`src/rtl/async_queue_sink_stage_if.sv`:
```
// -----------------------------------------------------------------------------
// async_queue_sink_stage_if
//   Dequeue handshake bundle between the sink half of the clock-crossing queue
//   and its downstream consumer.
//
//   Signals:
//     deq_valid  producer -> consumer  entry on deq_bits is valid
//     deq_ready  consumer -> producer  consumer accepts this cycle
//     deq_bits   producer -> consumer  payload, WIDTH bits
//
//   Modports:
//     master  the sink stage (drives valid/bits, samples ready)
//     slave   the consumer   (samples valid/bits, drives ready)
// -----------------------------------------------------------------------------
interface async_queue_sink_stage_if #(
    parameter int WIDTH = 32
);
    logic             deq_valid;
    logic             deq_ready;
    logic [WIDTH-1:0] deq_bits;

    modport master (
        output deq_valid,
        output deq_bits,
        input  deq_ready
    );

    modport slave (
        input  deq_valid,
        input  deq_bits,
        output deq_ready
    );
endinterface

```
`src/rtl/async_queue_sink_stage.sv`:
```
// -----------------------------------------------------------------------------
// async_queue_sink_stage
//   Sink-domain half of a clock-crossing queue. Runs entirely on the sink clock.
//   Synchronises the Gray write index from the source half, reads entries out
//   of the source-owned storage array, presents them on a registered
//   valid/ready dequeue port and returns its own Gray read index.
//
//   Parameters:
//     DEPTH_LOG2   log2 of queue entries (DEPTH = 2**DEPTH_LOG2)
//     WIDTH        payload bits per entry
//     SYNC_STAGES  flops in the write-index synchroniser, legal range 2..4
//
//   Ports:
//     clock        sink-domain clock
//     reset        synchronous, active-low reset
//     async_widx   Gray write index from the source domain (asynchronous)
//     async_mem    flattened source storage, entry i at [i*WIDTH +: WIDTH]
//     async_ridx   registered Gray read index back to the source domain
//     widx_err     sticky: synchronised write index moved by >1 Gray bit
//     deq          dequeue handshake (master side)
// -----------------------------------------------------------------------------
module async_queue_sink_stage #(
    parameter int DEPTH_LOG2  = 3,
    parameter int WIDTH       = 32,
    parameter int SYNC_STAGES = 3
) (
    input  logic                              clock,
    input  logic                              reset,
    input  logic [DEPTH_LOG2:0]               async_widx,
    input  logic [WIDTH*(1<<DEPTH_LOG2)-1:0]  async_mem,
    output logic [DEPTH_LOG2:0]               async_ridx,
    output logic                              widx_err,
    async_queue_sink_stage_if.master          deq
);

    localparam logic [DEPTH_LOG2:0] IDX_ONE = {{DEPTH_LOG2{1'b0}}, 1'b1};

    // Write-index synchroniser; r_sync[SYNC_STAGES-1] is the usable widx_s.
    logic [DEPTH_LOG2:0] r_sync [SYNC_STAGES];
    logic [DEPTH_LOG2:0] r_prev_s;
    logic [DEPTH_LOG2:0] r_ridx_bin;
    logic [DEPTH_LOG2:0] r_ridx_gray;
    logic                r_deq_valid;
    logic [WIDTH-1:0]    r_deq_bits;
    logic                r_widx_err;

    logic [DEPTH_LOG2:0] w_widx_s;
    logic [DEPTH_LOG2:0] w_ridx_next;
    logic [DEPTH_LOG2:0] w_ridx_gray_next;
    logic [DEPTH_LOG2:0] w_widx_diff;
    logic                w_widx_jump;
    logic                w_nonempty;
    logic                w_pop;
    logic [WIDTH-1:0]    w_rd_data;

    assign w_widx_s = r_sync[SYNC_STAGES-1];

    // Empty/nonempty is decided purely in the Gray domain: the registered
    // Gray read index against the synchronised Gray write index.
    assign w_nonempty = (r_ridx_gray != w_widx_s);

    // Load the output register whenever it is empty or being drained.
    assign w_pop = w_nonempty & (~r_deq_valid | deq.deq_ready);

    assign w_ridx_next      = r_ridx_bin + IDX_ONE;
    assign w_ridx_gray_next = w_ridx_next ^ (w_ridx_next >> 1);

    // More than one bit set in the delta <=> clearing the lowest set bit
    // still leaves something behind.
    assign w_widx_diff = w_widx_s ^ r_prev_s;
    assign w_widx_jump = ((w_widx_diff & (w_widx_diff - IDX_ONE)) != '0);

    // The entry addressed by the low bits of the read index is only sampled
    // when w_pop says the synchronised write index covers it, so the source
    // guarantees it is stable at that point.
    assign w_rd_data = async_mem[int'(r_ridx_bin[DEPTH_LOG2-1:0]) * WIDTH +: WIDTH];

    // NOTE: all state uses non-blocking assignments so every flop samples the
    // pre-edge value of its neighbours; blocking here would collapse the
    // synchroniser chain into a single stage.
    always_ff @(posedge clock) begin
        if (!reset) begin
            for (int i = 0; i < SYNC_STAGES; i++) begin
                r_sync[i] <= '0;
            end
            r_prev_s    <= '0;
            r_ridx_bin  <= '0;
            r_ridx_gray <= '0;
            r_deq_valid <= 1'b0;
            // NOTE: the payload register is reset too, so in-flight data is
            // discarded and never re-presented after a mid-stream reset.
            r_deq_bits  <= '0;
            r_widx_err  <= 1'b0;
        end else begin
            r_sync[0] <= async_widx;
            for (int i = 1; i < SYNC_STAGES; i++) begin
                r_sync[i] <= r_sync[i-1];
            end

            // Error monitor only; it never feeds the datapath.
            r_prev_s <= w_widx_s;
            if (w_widx_jump) begin
                r_widx_err <= 1'b1;
            end

            if (w_pop) begin
                r_deq_bits  <= w_rd_data;
                r_deq_valid <= 1'b1;
                r_ridx_bin  <= w_ridx_next;
                // Source sees the read index advance on the same edge the
                // entry is captured into the output register.
                r_ridx_gray <= w_ridx_gray_next;
            end else if (r_deq_valid && deq.deq_ready) begin
                r_deq_valid <= 1'b0;
            end
        end
    end

    assign async_ridx    = r_ridx_gray;
    assign widx_err      = r_widx_err;
    assign deq.deq_valid = r_deq_valid;
    assign deq.deq_bits  = r_deq_bits;

endmodule

```
`src/flat_wrapper.sv`:
```
// flat-port wrapper written by rule: the top's interface ports become plain ports
module async_queue_sink_stage_flat 
#(
    parameter int DEPTH_LOG2  = 3,
    parameter int WIDTH       = 32,
    parameter int SYNC_STAGES = 3
)
  (clock, reset, async_widx, async_mem, async_ridx, widx_err, deq_deq_valid, deq_deq_bits, deq_deq_ready);
  async_queue_sink_stage_if #(.WIDTH(WIDTH)) deq_i ();
  input  logic clock;
  input  logic reset;
  input  logic [DEPTH_LOG2:0] async_widx;
  input  logic [WIDTH*(1<<DEPTH_LOG2)-1:0] async_mem;
  output logic [DEPTH_LOG2:0] async_ridx;
  output logic widx_err;
  output wire logic [$bits(deq_i.deq_valid)-1:0] deq_deq_valid;
  output wire logic [$bits(deq_i.deq_bits)-1:0] deq_deq_bits;
  input wire logic [$bits(deq_i.deq_ready)-1:0] deq_deq_ready;
  assign deq_deq_valid = deq_i.deq_valid;
  assign deq_deq_bits = deq_i.deq_bits;
  assign deq_i.deq_ready = deq_deq_ready;
  async_queue_sink_stage #(.DEPTH_LOG2(DEPTH_LOG2), .WIDTH(WIDTH), .SYNC_STAGES(SYNC_STAGES)) u_core (.clock(clock), .reset(reset), .async_widx(async_widx), .async_mem(async_mem), .async_ridx(async_ridx), .widx_err(widx_err), .deq(deq_i));
endmodule
```
`config.mk`:
```
export PLATFORM = sky130hd
export DESIGN_NAME = async_queue_sink_stage_flat
export DESIGN_NICKNAME = d
export VERILOG_FILES = /design/src/rtl/async_queue_sink_stage_if.sv /design/src/rtl/async_queue_sink_stage.sv /design/src/flat_wrapper.sv
export SDC_FILE = /design/constraint.sdc
export NUM_CORES = 1
export LEC_CHECK = 0
export ABC_CLOCK_PERIOD_IN_PS = 2050
export CORE_AREA = 2 2 117 119
export CTS_BUF_LIST = sky130_fd_sc_hd__clkbuf_8 sky130_fd_sc_hd__clkbuf_16
export DETAILED_ROUTE_END_ITERATION = 7
export DIE_AREA = 0 0 119 121
export PLACE_DENSITY_LB_ADDON = 0.12
export SYNTH_ARGS = -nofsm -noshare
export SYNTH_HDL_FRONTEND = slang
export SYNTH_SLANG_ARGS = --single-unit
```
`constraint.sdc`:
```
create_clock -name clock -period 2.05 [get_ports clock]
set_input_delay 0.205 -clock clock [delete_from_list [all_inputs] [get_ports clock]]
set_output_delay 0.205 -clock clock [all_outputs]
set_load 0.02 [all_outputs]
```
==> results.cfg, run 1 <==
[status]
status = completed

[floorplan]
start_util_pct = 29.6
die_w_um = 119
fp.dieArea_um2 = 14400
die_y_um = 121
core_area_um2 = 13100
pin_count = 301
rows = 42

[yosys]
synth.area.top_cells = mux4_2, dfxtp_1, mux2i_1
synth_top_cell_by_area = mux4_2
ys_warn_count = 0
syn_nets = 578
synth_cells = 314
synth-seq-cells = 57
yosys.area.top_type_share_pct = 36.0
syn-cell-area_um2 = 3880
syn_avg_cell_area_um2 = 12.3
yosysSeqAreaShare_pct = 29.4
ys_types = 27

[layout]
final_common_cell = clkdlybuf4s50_1
antenna_cells = 0
drive_gt1_share_pct = 15.3
syn2layout_area_growth_pct = 88.4
final_area_um2 = 7300
num-fill-cells = 1144
nets = 862
multi_input_area_um2 = 2520
regArea_um2 = 1150
final_cell_mix = clkdlybuf4s50_1, mux4_2, dfxtp_1

[routing]
drc = 0
wirelength_mm = 15.1
detail-route-antenna-nets = 0
route.detailed.wl_per_inst_um = 19.4
num_vias = 3839
viasPerCell = 4.93
drt_first_pass_iters = 4
drtIter0Drc = 168

[sta]
fin_skew_ps = 7.23
finalHoldViolations = 0
final.setup.tns_ps = 0
finalCritPeriodShare_pct = 79.4
holdWs_ps = 357
relSlewSlack_pct = 73.0
rsz0062_at_grt = false
fmax_mhz = 614
slew_viol_final = 0
worst_slew_pin_slew_ps = 405
setup_viol = 0
period_minus_slack_ps = 1630

[pwr]
p_switching_mw = 2.64
ir_worst_vdd_uv = 540
p_clk_share_pct = 20.7
p_comb_share_pct = 56.5
cellLeakagePower_nw = 2.50
power_density_nw_per_um2 = 1000
seq_power_share_pct = 22.8
intPower_mw = 4.69
swShare_pct = 36.0

[clocking]
clk_latency_ps = 320
clock_path_buffers = 2
cts_root_buf = clkbuf_16
cts_htree_levels = 3
numCtsBuffers = 9
hold_buffers = 0
cts.sinks = 57
clk_pin_slew_worst_paths_ps = 60
cts_tree = built
cts_setup_buffers = 0
ctsResizeCount = 0

[critical_path]
critPathCaptureType = flip-flop
cp_slowest_cell = mux4_2
worstPathMaxFanout = 19
path_cells = buf_4, mux4_2, mux2i_1, a21oi_1
r2r.worst_path.cells = 4
arrival_ps = 1820
r2r-end = u_core.deq.deq_bits[7]
critical_path_cell_count = 4
reg2reg_from = u_core.r_ridx_bin[0]
path_class = flip-flop to flip-flop
worst_setup_path_start_kind = flip-flop
cp_slowest_stage_delay_ps = 560
crit_end = u_core.deq.deq_bits[7]
cp.required_ps = 2250
cpLargestDelayFamily = multiplexers
crit_start = u_core.r_ridx_bin[0]
crit_buf_inv = 1
rrSetupSlack_ps = 420

[placed_design]
routabilityCongestion = 0.811
dp_hpwl_mm = 12.2
placed_cell_area_um2 = 7000
portBuffers = 300

[global_routing]
grt_first_pass_wirelength_mm = 23.0
track_usage_pct = 20.9
busiest_layer = met2
use_met1_pct = 22.0
grt_pass1_vias = 4263
use_met2_pct = 40.3
grt_use_met3_pct = 6.30
grt_max_degree = 76
antenna_found_initial = 0
grt-ovfl-total = 0

[worst_hold_path]
hold_class = primary input to flip-flop

[job]
cap_violations = 0
==> tightest hold or removal path, cell delays in order <==
cell	delay, ps
buf_2	110
buf_12	170
o21a_1	130
==> layer usage <==
metal	up-vias	wire length [um]
met5	-	0
met4	0	238
met3	16	933
met2	138	8530
met1	1875	5440
li1	1810	-
==> area by class of cell <==
type	count	share of cell area [%]
multi-input cells	221	34.4
repair buffers	309	42.7
clock buffers	9	3.08
clock inverters	7	1.10
well taps	176	3.01
flip-flops and latches	57	15.7
==> cell families after synthesis <==
family,after synthesis,synth area share (%)
AOI/OAI and AO/OA,75,10.0
xor gates and xnor gates,14,3.16
adders and majority gates,1,0.323
buffers and inverters,36,6.13
DFF,57,29.4
muxes,98,46.2
and+or+nand+nor,33,4.75
==> how the worst min path moves through the flow <==
stage | from | end | slack [ps] | cells after the start
floorplan | async_widx[0] | u_core.r_sync[0][0] | 330 | 1
global placement | u_core.r_sync[0][4] | u_core.r_sync[0][8] | 420 | 1
detailed placement | u_core.r_sync[0][6] | u_core.r_sync[0][10] | 420 | 1
CTS | reset | u_core.deq.deq_valid | 360 | 3
global route | reset | u_core.deq.deq_valid | 380 | 3
finish | reset | u_core.deq.deq_valid | 360 | 3
==> Yosys cell counts <==
library cell and n:
a21boi_1 1, a21oi_1 33, a31oi_1 1, a41oi_1 1, and2_1 17, buf_12 3
buf_2 13, buf_4 5, buf_6 1, clkbuf_1 11, clkbuf_4 3, dfxtp_1 57
ha_1 1, mux2i_1 34, mux4_1 2, mux4_2 62, nand2_1 7, nand2b_1 2
nand3_1 4, nand4_1 2, nor2b_1 1, o21a_1 1, o21ai_0 15, o21ai_1 22
o41ai_1 1, xnor2_1 10, xor2_1 4
==> power by group through the flow <==
stage          registers, mW  logic [mW]  clock network [mW]
2_1_floorplan           2.05        2.36                   0
3_3_place_gp            1.67        4.18                   0
3_5_place_dp            1.68        4.21                   0
4_1_cts                 1.67        4.22                1.57
5_1_grt                 1.71        4.44                1.61
6_report                1.67        4.14                1.52
==> through the flow <==
stage,util [%],instances,setup WS (ps),power [mW]
finish,55.8,779,421,7.34
global route,55.8,779,292,7.76
global placement,53.5,763,377,5.85
floorplan,-,314,501,4.41
detailed placement,53.5,763,363,5.89
CTS,55.8,779,405,7.47
==> registers in the layout, indices dropped and copies added, names as in the netlist <==
name / cells
u_core.deq.deq_valid: 1
u_core.r_ridx_bin: 4
u_core.deq.deq_bits: 32
u_core.r_sync: 12
u_core.async_ridx: 3
u_core.r_prev_s: 4
u_core.widx_err: 1
(Power assumes the default switching activity.)
==> run 2, diff against run 1 <==
--- a/config.mk
+++ b/config.mk
@@ -5,7 +5,7 @@
 export SDC_FILE = /design/constraint.sdc
 export NUM_CORES = 1
 export LEC_CHECK = 0
-export ABC_CLOCK_PERIOD_IN_PS = 2050
+export ABC_CLOCK_PERIOD_IN_PS = 1500
 export CORE_AREA = 2 2 117 119
 export CTS_BUF_LIST = sky130_fd_sc_hd__clkbuf_8 sky130_fd_sc_hd__clkbuf_16
 export DETAILED_ROUTE_END_ITERATION = 7
==> constraint.sdc (replaced) <==
create_clock -name clock -period 1.5 [get_ports clock]
set_input_delay 0.15 -clock clock [delete_from_list [all_inputs] [get_ports clock]]
set_output_delay 0.15 -clock clock [all_outputs]
set_load 0.02 [all_outputs]
==> results.cfg, run 2 (synthesis gave the netlist of run 1 again) <==
[status]
status = finished, violations left
violations = setup timing

[pwr]
cellLeakagePower_nw = 2.75
total_power_mw = 11.3
power_density_nw_per_um2 = 1470
ir_worst_vdd_uv = 902

[sta]
setup_viol = 18
slew_viol_final = 0
relSlewSlack_pct = 75.5
finalCritPeriodShare_pct = 105
period_minus_slack_ps = 1570
worst_slew_pin_slew_ps = 368
finalHoldViolations = 0
fmax_mhz = 638
fin_skew_ps = 5.79
rsz0062_at_grt = true
fin_ws_ps = -68.5

[layout]
syn2layout_area_growth_pct = 99.2
final_cell_mix = clkdlybuf4s50_1, mux4_2, dfxtp_1
final-instance-count-excl-fill = 802
nets = 885
final_area_um2 = 7720
drive_gt1_share_pct = 20.8
largest_reg_flops = 32
final_util_pct = 59.0
final_common_cell = clkdlybuf4s50_1
antenna_cells = 0

[critical_path]
critPathCaptureType = flip-flop
r2r.worst_path.cells = 5
reg2reg_from = u_core.r_ridx_bin[0]
rrSetupSlack_ps = -70
r2r-end = u_core.deq.deq_bits[10]
worstPathMaxFanout = 7
cp.required_ps = 1700
path_class = flip-flop to flip-flop
worst_setup_path_start_kind = flip-flop
arrival_ps = 1770

[job]
cap_violations = 0

[routing]
drc = 0
drtIter0Drc = 115
detail-route-antenna-nets = 0
num_vias = 3933
route.detailed.wl_per_inst_um = 19.9
drt_first_pass_iters = 4
viasPerCell = 4.90
wirelength_mm = 16.0

[global_routing]
antenna_found_initial = 0
grt-ovfl-total = 0
grt_max_degree = 50
grt_pass1_vias = 4273
grt_first_pass_wirelength_mm = 22.7
track_usage_pct = 20.6

[clocking]
numCtsBuffers = 9
clk_latency_ps = 320
cts.sinks = 57
clock_path_buffers = 2
clk_pin_slew_worst_paths_ps = 60
cts_root_buf = clkbuf_16
cts_tree = built
cts_htree_levels = 3

[floorplan]
die_w_um = 119
fp.dieArea_um2 = 14400
pin_count = 301
die_y_um = 121
core_area_um2 = 13100
rows = 42
start_util_pct = 29.6

[worst_hold_path]
whs_endpoint = u_core.deq.deq_bits[21]
hold_class = primary input to flip-flop
min_from = reset
holdPathStages = 3

[placed_design]
routabilityCongestion = 0.827
portBuffers = 300
dp_hpwl_mm = 12.5
placed_cell_area_um2 = 7080
numPlacedInstances = 769
## run 2: cell count changes in the layout (fill, tap and decap cells not counted), moves of 3 or more
| cell | before | now |
|---|---|---|
| buf_4 | 5 | 13 |
| clkbuf_16 | 9 | 16 |
| clkdlybuf4s50_1 | 299 | 294 |
| xnor2_1 | 10 | 5 |
| xnor2_2 | 0 | 5 |
| buf_12 | 4 | 8 |
| buf_6 | 0 | 4 |
| dfxtp_1 | 54 | 50 |
| dfxtp_2 | 2 | 6 |
| dlymetal6s2s_1 | 0 | 4 |
| mux2i_1 | 34 | 31 |
| mux2i_2 | 0 | 3 |
## run 2: final cells by class
type,instances,area (um^2)
Clock buffer,9,225
Clock inverter,7,78.8
Fill cell,1096,5360
Multi-Input combinational cell,221,2560
Sequential cell,57,1150
Tap cell,176,220
Timing Repair Buffer,332,3480
## run 2: routing by layer
| metal | vias to the layer above | global-route usage [%] | share of wire, % |
|---|---|---|---|
| li1 | 1860 | - | - |
| met1 | 1909 | 22.1 | 37 |
| met2 | 143 | 39.0 | 55 |
| met3 | 21 | 5.83 | 6.0 |
| met4 | 0 | 6.10 | 2.1 |
| met5 | - | 0 | 0 |
## run 2: report_power, final
group	internal [mW]	switching, mW
Sequential	2.02	0.282
Combinational	4.02	2.94
Clock	1.29	0.747
## run 2: metrics by stage
stage | setup TNS (ps) | hold slack [ps] | setup slack [ps]
3_3_place_gp | -459 | 414 | -100
3_5_place_dp | -1310 | 419 | -93.4
2_1_floorplan | -2.66 | 277 | -2.66
4_1_cts | -611 | 271 | -63.4
6_report | -415 | 271 | -68.5
5_1_grt | -2210 | 307 | -97.9
## run 2: critical path: stages, from the launching register on
cell       delay, ps
dfxtp_4          360
buf_12           140
clkbuf_16        160
mux4_2           510
mux2i_2          180
a21oi_1           90
## run 2: what timing repair did
action | 4_1_cts | 5_1_grt
endpoints found under the setup margin | 20 | 41
buffers inserted | 0 | 9
hold buffers | 0 | 0
cloned | 0 | 8
pin swaps | 5 | 16
endpoints found under the hold margin | 0 | 0
gates resized for setup | 5 | 18
## run 2: how the worst max path moves through the flow
stage	cells past startpoint	slack, ps	from	to
after floorplan	6	-3	u_core.r_ridx_bin[0]	u_core.deq.deq_bits[23]
after global placement	4	-100	u_core.r_ridx_bin[0]	u_core.deq.deq_bits[11]
after detailed placement	6	-90	deq_deq_ready	u_core.deq.deq_bits[11]
after CTS	4	-60	u_core.r_ridx_bin[0]	u_core.deq.deq_bits[10]
after global routing	5	-100	u_core.r_ridx_bin[0]	u_core.deq.deq_bits[13]
final	5	-70	u_core.r_ridx_bin[0]	u_core.deq.deq_bits[10]
